## config.mk

```make
export PLATFORM = sky130hd
export DESIGN_NAME = raw_frame_sequencer
export DESIGN_NICKNAME = d
export VERILOG_FILES = /design/src/rtl/xike_pkg.sv /design/src/rtl/raw_tag_checker.sv /design/src/rtl/raw_frame_sequencer.sv
export SDC_FILE = /design/constraint.sdc
export NUM_CORES = 1
export LEC_CHECK = 0
export ABC_AREA = 1
export CORE_UTILIZATION = 40
export CTS_CLUSTER_DIAMETER = 200
export CTS_CLUSTER_SIZE = 40
export DETAILED_ROUTE_END_ITERATION = 16
export PLACE_DENSITY = 0.76
export SLEW_MARGIN = 20
export SYNTH_ARGS = -nofsm -noshare
export SYNTH_HDL_FRONTEND = slang
export SYNTH_HIERARCHICAL = 1
export SYNTH_SLANG_ARGS = --single-unit
```

## constraint.sdc

```tcl
create_clock -name bus_clk -period 2.63 [get_ports bus_clk]
set_input_delay 0.526 -clock bus_clk [delete_from_list [all_inputs] [get_ports bus_clk]]
set_output_delay 0.526 -clock bus_clk [all_outputs]
set_load 0.05 [all_outputs]
```

## src/rtl/xike_pkg.sv

```systemverilog
// Shared constants, state encoding and tag-slicing helper for the raw frame path.
//   N_STREAMS     : number of combined streams per beat
//   DW / CW       : sample / channel-tag width per stream
//   CH_PER_STREAM : samples per stream per frame (power of 2)
package xike_pkg;

  localparam int unsigned N_STREAMS     = 5;
  localparam int unsigned DW            = 16;
  localparam int unsigned CW            = 12;
  localparam int unsigned CH_PER_STREAM = 32;

  localparam int unsigned IW     = $clog2(CH_PER_STREAM);
  localparam int unsigned DATA_W = N_STREAMS * DW;
  localparam int unsigned CH_W   = N_STREAMS * CW;
  localparam int unsigned CNT_W  = 32;
  localparam int unsigned ERR_W  = 16;

  typedef enum logic [1:0] {
    IDLE = 2'd0,
    HUNT = 2'd1,
    RUN  = 2'd2
  } state_t;

  // Channel tag of stream k from the packed {chN-1..ch0} bus.
  function automatic logic [CW-1:0] get_tag(input logic [CH_W-1:0] ch,
                                            input int unsigned     k);
    return ch[k*CW +: CW];
  endfunction

endpackage

```

## src/rtl/raw_tag_checker.sv

```systemverilog
// Combinational tag check for one combined beat.
//   i_ch           : packed channel tags {ch4..ch0}
//   o_consistent_c : ch0 is a valid index and every chk == ch0 + k*CH_PER_STREAM
//   o_idx_c        : sample index of the beat (low bits of ch0)
module raw_tag_checker
  import xike_pkg::*;
(
  input  logic [CH_W-1:0] i_ch,
  output logic            o_consistent_c,
  output logic [IW-1:0]   o_idx_c
);

  logic [CW-1:0] w_ch0;

  assign w_ch0   = get_tag(i_ch, 0);
  assign o_idx_c = w_ch0[IW-1:0];

  // Stream k carries channel numbers offset by k frames of CH_PER_STREAM.
  always_comb begin
    o_consistent_c = (w_ch0 < CW'(CH_PER_STREAM));
    for (int unsigned k = 1; k < N_STREAMS; k++) begin
      if (get_tag(i_ch, k) != (w_ch0 + CW'(k * CH_PER_STREAM))) begin
        o_consistent_c = 1'b0;
      end
    end
  end

endmodule

```

## src/rtl/raw_frame_sequencer.sv

```systemverilog
// Frame sequencer behind the raw combiner: hunts for sample index 0, checks
// channel tags on every beat and forwards whole frames with index/last/frame
// number through a one-deep output register.
//   bus_clk, aresetn        : clock, async active-low reset
//   enable                  : 1 = acquire frames (acts on frame boundaries)
//   in_valid/in_ready       : combined beat handshake, in_data/in_ch payload
//   out_valid/out_ready     : output beat handshake
//   out_data/out_idx/out_last/out_frame_no : registered output beat
//   locked                  : state == RUN
//   sync_err / sync_err_cnt : mismatch pulse / saturating mismatch count
//   frame_cnt               : completed frames, wrapping
module raw_frame_sequencer
  import xike_pkg::*;
(
  input  logic              bus_clk,
  input  logic              aresetn,
  input  logic              enable,
  input  logic              in_valid,
  output logic              in_ready,
  input  logic [DATA_W-1:0] in_data,
  input  logic [CH_W-1:0]   in_ch,
  output logic              out_valid,
  input  logic              out_ready,
  output logic [DATA_W-1:0] out_data,
  output logic [IW-1:0]     out_idx,
  output logic              out_last,
  output logic [CNT_W-1:0]  out_frame_no,
  output logic              locked,
  output logic              sync_err,
  output logic [ERR_W-1:0]  sync_err_cnt,
  output logic [CNT_W-1:0]  frame_cnt
);

  localparam logic [IW-1:0]    LAST_IDX = IW'(CH_PER_STREAM - 1);
  localparam logic [ERR_W-1:0] ERR_MAX  = '1;

  state_t           r_state;
  logic [IW-1:0]    r_idx_cnt;
  logic [CNT_W-1:0] r_frame_no;

  logic          w_consistent;
  logic [IW-1:0] w_idx;
  logic          w_out_free;
  logic          w_is_start;
  logic          w_run_ok;
  logic          w_accept;

  raw_tag_checker u_tag_checker (
    .i_ch           (in_ch),
    .o_consistent_c (w_consistent),
    .o_idx_c        (w_idx)
  );

  assign w_out_free = !out_valid || out_ready;
  assign w_is_start = w_consistent && (w_idx == '0);
  assign w_run_ok   = w_consistent && (w_idx == r_idx_cnt);
  assign w_accept   = in_valid && in_ready;
  assign locked     = (r_state == RUN);

  // IDLE/HUNT discard freely, but a frame-start beat in HUNT waits for the
  // output register so a still-pending beat is never overwritten.
  always_comb begin
    in_ready = 1'b1;
    case (r_state)
      RUN:     in_ready = w_out_free;
      HUNT:    in_ready = w_out_free || !w_is_start;
      default: in_ready = 1'b1;
    endcase
  end

  // State machine, output register and counters.
  always_ff @(posedge bus_clk or negedge aresetn) begin
    if (!aresetn) begin
      r_state      <= IDLE;
      r_idx_cnt    <= '0;
      r_frame_no   <= '0;
      out_valid    <= 1'b0;
      out_data     <= '0;
      out_idx      <= '0;
      out_last     <= 1'b0;
      out_frame_no <= '0;
      sync_err     <= 1'b0;
      sync_err_cnt <= '0;
      frame_cnt    <= '0;
    end else begin
      sync_err <= 1'b0;

      // Transfer without a new load empties the register; a load below wins.
      if (out_valid && out_ready) begin
        out_valid <= 1'b0;
      end

      case (r_state)
        IDLE: begin
          if (enable) begin
            r_state    <= HUNT;
            r_frame_no <= '0;
          end
        end

        HUNT: begin
          if (!enable) begin
            r_state <= IDLE;
          end else if (w_accept && w_is_start) begin
            out_valid    <= 1'b1;
            out_data     <= in_data;
            out_idx      <= w_idx;
            out_last     <= (w_idx == LAST_IDX);
            out_frame_no <= r_frame_no;
            r_idx_cnt    <= IW'(1);
            r_state      <= RUN;
          end
        end

        RUN: begin
          if (w_accept) begin
            if (w_run_ok) begin
              out_valid    <= 1'b1;
              out_data     <= in_data;
              out_idx      <= w_idx;
              out_last     <= (w_idx == LAST_IDX);
              out_frame_no <= r_frame_no;
              r_idx_cnt    <= r_idx_cnt + IW'(1);
              // Frame boundary: the only point where enable is honoured.
              if (r_idx_cnt == LAST_IDX) begin
                frame_cnt  <= frame_cnt + CNT_W'(1);
                r_frame_no <= r_frame_no + CNT_W'(1);
                r_state    <= enable ? RUN : IDLE;
              end
            end else begin
              // Broken frame: drop the beat and resynchronise.
              sync_err <= 1'b1;
              if (sync_err_cnt != ERR_MAX) begin
                sync_err_cnt <= sync_err_cnt + ERR_W'(1);
              end
              r_state <= HUNT;
            end
          end
        end

        default: r_state <= IDLE;
      endcase
    end
  end

endmodule

```

======== Yosys cells after proc, flatten, opt, wreduce, memory -nomap -nowiden ========
Cells that the tools add are included.
cells by class
  add/sub/neg operators ................... 8
  magnitude comparators ................... 1
  equality and inequality tests ........... 18
  muxes and demuxes ....................... 52
  bitwise operators ....................... 1
  reduce and logical (&&, ||, !) cells .... 18
operator list
  cell                     number
  $mux W80                 4
  $mux W32                 8
  $pmux W80 S2             1
  $pmux W32 S2             2
  $add A32 B1 Y32 const B  2
  $ne A12 B12 Y1           4
  $mux W5                  8
  $add A12 B7 Y12 const B  2
  $pmux W5 S2              2
  $add A16 B1 Y16 const B  1
  $mux W1                  16
  $ne A16 B16 Y1 const B   1
  $mux W2                  7
  $add A12 B6 Y12 const B  1
  $add A12 B8 Y12 const B  1
  $lt A12 B6 Y1 const B    1
  $reduce_and A4 Y1        3
  $eq A5 B5 Y1 const B     2
  $reduce_and A5 Y1        2
  $ne A2 B1 Y1 const B     3
  $ne A2 B2 Y1 const B     3
  $pmux W1 S2              3
  $pmux W2 S3              1
  $add A5 B1 Y5 const B    1
  other kinds (12)         19
storage, ports and cells
  bits in registers ....................... 207
  input bits .............................. 145
  output and inout port bits .............. 170
  word-level logic and storage cells ...... 109

======== Depth between registers and ports, before layout ========
  depth in word-level cells ............... 15
  gate-level depth with buffers ........... 27
  mapped depth without buffers ............ 25

======== By module ========
Netlist, hierarchy kept.
modules (own cells, without submodules)
  module               times used  cells each  area an instance (um^2)  seq. area each (um^2)
  raw_frame_sequencer  1           1437        10702.8                  5180.0
  raw_tag_checker      1           251         1282.5                   0.0

======== Least setup slack after synthesis ========
Ideal clock, no wire load.
  kind .................................... input port to flip-flop
  from .................................... in in_ch[5]
  to ...................................... reg r_frame_no[1]
  setup time .............................. 0.065 ns
  arrival time ............................ 2.824 ns
  required time ........................... 2.565 ns
  path slack .............................. -0.260 ns
  stages .................................. 27
  buffers on the path ..................... 2
  cells stage by stage .................... buf_6 > inv_2 > ha_1 > inv_1 > nand2_1 > nand2_1 > nand2_1 > nor2_1 > nand2_1 > nor2_1 > nand2_1 > nor2_1 > nand2_1 > nor2_2 > inv_1 > nor2_1 > nand3_1 > nand2_1 > nand2_4 > nand2_2 > nand2_4 > nand2_2 > inv_2 > nand2_2 > buf_2 > nand2_1 > nand2_1
on the way
  longest elaborated chain between the ends .. 13
  elaborated cells on any way between the ends .. 22
  those cells by class .................... add/sub: 4; order compare: 1; eq/ne: 6; mux: 5; reduce/logical: 6
RTL lines
  element                                 RTL line                    source
  start: declaration                      raw_frame_sequencer.sv:21   input logic [CH_W-1:0] in_ch,
  $add A12 B6 Y12                         raw_tag_checker.sv:22       if (get_tag(i_ch, k) != (w_ch0 + CW'(k * CH_PER_STREAM))) begin
  $ne A12 B12 Y1                          raw_tag_checker.sv:22
  $mux W1 (3 in a row)                    raw_tag_checker.sv:22
  $mux W1 (*)                             raw_tag_checker.sv:22
  named net w_consistent                  raw_frame_sequencer.sv:41   logic w_consistent;
  $logic_and A1 B1 Y1 (*)                 raw_frame_sequencer.sv:55   assign w_is_start = w_consistent && (w_idx == '0);
  $logic_not A1 Y1 (*)                    raw_frame_sequencer.sv:66   HUNT: in_ready = w_out_free || !w_is_start;
  $logic_or A1 B1 Y1 (*)                  raw_frame_sequencer.sv:66
  $pmux W1 S2 (*)                         raw_frame_sequencer.sv:64   case (r_state)
  named net in_ready                      raw_frame_sequencer.sv:19   output logic in_ready,
  $logic_and A1 B1 Y1 (*)                 raw_frame_sequencer.sv:57   assign w_accept = in_valid && in_ready;
  $ne A2 B1 Y1 (no source line) (*)       --
  $reduce_and A5 Y1 (no source line) (*)  --
  end signal: assignment                  raw_frame_sequencer.sv:127  r_frame_no <= r_frame_no + CNT_W'(1);
  end: declaration                        raw_frame_sequencer.sv:39   logic [CNT_W-1:0] r_frame_no;
The timed path passes the listed nets; every way through them passes the cells marked *.
A chain may end at the register's enable or synchronous reset.

======== Final worst setup path ========
  from .................................... in in_ch[53]
  to ...................................... out in_ready
on the way
  longest elaborated chain between the ends .. 6
RTL lines
  element                 RTL line
  $ne A12 B12 Y1          raw_tag_checker.sv:22
  $mux W1                 raw_tag_checker.sv:22
  named net w_consistent  raw_frame_sequencer.sv:41
  $logic_and A1 B1 Y1     raw_frame_sequencer.sv:55
  $logic_not A1 Y1        raw_frame_sequencer.sv:66
  $logic_or A1 B1 Y1      raw_frame_sequencer.sv:66
  $pmux W1 S2             raw_frame_sequencer.sv:64
  end: declaration        raw_frame_sequencer.sv:19
The timed path passes the listed nets, and every way through them passes these cells.

==> run_results.csv <==
group,metric,value,unit
outcome,outcome,"finished with violations",
outcome,failed_checks,"DRC, setup timing",
floorplan,die_y,175,microns
routing,viasPerCell,5.12,
timing,tightestPinTransition,0.637,ns
routing,drc,2,
placed_design,gp_congestion,0.951,
placed_design,dp_hpwl,26700,microns
power,power_density,980,nW/um^2
power,power,18.4,mW
worst_setup_path,worstPathMaxFanout,2,
routing,dr_total_vias,12700,
timing,max_slew_margin,57.4,%
final_layout,fin_cells,2482,
global_route,grt.overflow.total,0,
placed_design,io_buffer_count,314,
global_route,grt_start_max_net_pins,68,
global_route,grt_use_met1,32.5,%
logic_synthesis,ys_seq_elements,207,
timing,setup_ws,-0.280,ns
final_layout,area_growth_syn_to_layout,56.5,%
worst_setup_path,r2r-end,"out_frame_no[12]",
clock_network,clockBufferDepth,3,
timing,max_freq,344,MHz
worst_setup_path,cp-startpoint,"in_ch[53]",
worst_setup_path,r2r_cells,14,
worst_setup_path,worstPathRequired,2.10,ns
routing,wirelength,42900,microns
routing,initialDrtViolationCount,1025,
floorplan,io_pins,315,
floorplan,die_x,175,microns
clock_network,cts_made_buffers,9,
final_layout,layout_commonest_cell,"nand2_1",
worst_setup_path,critPathLaunchType,"primary input",
timing,rsz0062_at_grt,"yes",
final_layout,final_cell_mix,"617 x nand2_1, 297 x clkdlybuf4s50_1, 207 x dfrtp_1, 170 x nor2_1, 119 x nand3_1",
final_layout,fillers,2466,
clock_network,h-tree-depth,1,
logic_synthesis,yosysSeqAreaShare,43.2,%
global_route,use_met2,43.2,%
clock_network,cts_root_buf,"clkbuf_16",
routing,postRouteAntennaNets,0,
worst_hold_path,hp-class,"flop to flop",
global_route,grt_use_total,25.0,%
global_route,grt-busiest-layer,"met2",
timing,finClkSkew,0.0574,ns
final_layout,nets,2253,
routing,firstDrtPassIters,11,
power,irDropWorstVdd,0.672,mV
worst_setup_path,timing.rr.start,"r_state[1]",
logic_synthesis,syn_area,12000,sq um
logic_synthesis,syn_inst,1688,
timing,slew_violations,0,
timing,setup_violations,190,
clock_network,cts.sinks,207,
worst_setup_path,arrival,2.38,ns
floorplan,start_util,40.5,%
timing,hold_viol,0,
logic_synthesis,syn_area_per_cell,7.10,sq um
power,p_leak,8.72,nW
routing,wl_per_cell,17.3,microns
worst_setup_path,setup.worst_path.end_class,"primary output",
timing,post-route-period-util,111,%
global_route,use_met3,3.66,%
global_route,grt_antenna_before_repair,1,
logic_synthesis,yosysWarningCount,6,
clock_network,cts_tree,"built",
worst_setup_path,setup.worst_path.end,"in_ready",
floorplan,fp-row-count,63,
flow_run,cap_violations,0,
floorplan,core,29600,sq um
clock_network,clk_pin_slew,0.15,ns
logic_synthesis,synth_nets,1849,
placed_design,dp_cells,2390,
clock_network,insertion_delay,0.50,ns
worst_setup_path,critPathKind,"primary input to primary output",
timing,min_period,2.91,ns
global_route,grt_pass1_wl,61600,microns
worst_setup_path,rrSetupSlack,0.18,ns
final_layout,drive_gt1_share,18.6,%
timing,tns,-30.01,ns
floorplan,die-area,30700,sq um
logic_synthesis,ys_types,31,
final_layout,fin_util,63.4,%
global_route,grt_pass1_vias,11800,
## what timing repair did
item                                   CTS  global route
pin swaps                               28           107
endpoints found under the hold margin    1             0
cloned                                  18            32
setup buffers                           65            15
setup endpoints to repair              208           208
hold buffers                             1             0
gates resized for setup                104           239
## per-layer routing
| metal | wire length, microns | vias up | share of wire (%) |
|---|---|---|---|
| li1 | - | 6051 | - |
| met1 | 18000 | 6138 | 42 |
| met2 | 21200 | 446 | 49 |
| met3 | 2540 | 70 | 5.9 |
| met4 | 1160 | 0 | 2.7 |
| met5 | 0 | - | 0 |
## power breakdown
part           switching [mW]  internal, mW  leakage [nW]  total, mW
Clock                    1.04         0.647         0.122       1.69
Sequential              0.553          3.92          2.69       4.47
Combinational            6.89          5.32          5.90       12.2
Total                    8.49          9.89          8.72       18.4
## worst max-delay path, stage by stage
cell	delay [ns]
clkdlybuf4s50_1	0.43
nand2_1	0.09
o21ai_0	0.08
nor2_1	0.17
nand2_1	0.09
nor2_1	0.10
nand3_1	0.08
nor2_1	0.09
nand2_1	0.07
nor2_2	0.12
inv_1	0.06
nor2_2	0.09
nand3_2	0.09
nand2_2	0.09
nand2_4	0.06
buf_12	0.15
## worst min path at each step
stage          depth (start not counted)          endpoint  slack, ns              from
4_1_cts                                2  out_frame_no[18]       0.49  out_frame_no[18]
2_1_floorplan                          0      frame_cnt[0]       0.23           aresetn
3_5_place_dp                           2      out_data[69]       0.46      out_data[69]
3_3_place_gp                           2      out_data[35]       0.45      out_data[35]
5_1_grt                                2      out_data[58]       0.51      out_data[58]
6_report                               2      out_data[58]       0.49      out_data[58]
## flip-flops by register name (all words and copies together), names as in the netlist
register,flops
out_data,80
frame_cnt,32
out_frame_no,32
r_frame_no,32
sync_err_cnt,16
out_idx,5
r_idx_cnt,5
r_state,2
out_last,1
out_valid,1
sync_err,1
## layout make-up
class | instances | area [sq um] | share of cell area [%]
clock inverters | 1 | 30.0 | 0.160
clock buffers | 9 | 225 | 1.20
well taps | 390 | 488 | 2.60
multi-input cells | 1288 | 6850 | 36.5
repair buffers | 461 | 5490 | 29.3
diodes | 1 | 2.50 | 0.0133
flip-flops and latches | 207 | 5180 | 27.6
inverters | 125 | 488 | 2.60
## cell usage after synthesis, drive strengths merged
library cell	n	area, sq um
a21oi	6	33.8
a31oi	1	6.26
buf	60	422
clkbuf	12	45.0
dfrtp	207	5180
ha	16	200
inv	125	472
nand2	711	2700
nand3	203	1030
nand3b	7	52.6
nand4	11	68.8
nor2	181	692
nor3	18	90.1
nor3b	2	15.0
o21ai	38	198
o21bai	2	15.0
or2	1	6.26
xnor2	47	412
xor2	40	350
## per-stage QoR
stage	cell area [sq um]	hold WS (ns)	setup slack [ns]
2_1_floorplan	12200	0.230	-0.174
3_3_place_gp	16000	0.453	-1.04
3_5_place_dp	16000	0.457	-1.10
4_1_cts	17100	0.490	-0.337
5_1_grt	18800	0.515	-0.481
6_report	18800	0.492	-0.280
## cell families (layout without fill, tap and decap cells)
group / count (synthesis) / in the layout / share of synthesized area (%)
AO/OA/AOI/OAI: 47 / 47 / 2.11
XOR/XNOR: 87 / 87 / 6.36
adder cells (fa/ha/maj): 16 / 16 / 1.67
buffers and inverters: 197 / 596 / 7.83
flip-flops: 207 / 207 / 43.2
other: 0 / 1 / 0
AND/OR/NAND/NOR: 1134 / 1138 / 38.8
Note: power is estimated with default switching activity, not from simulation.
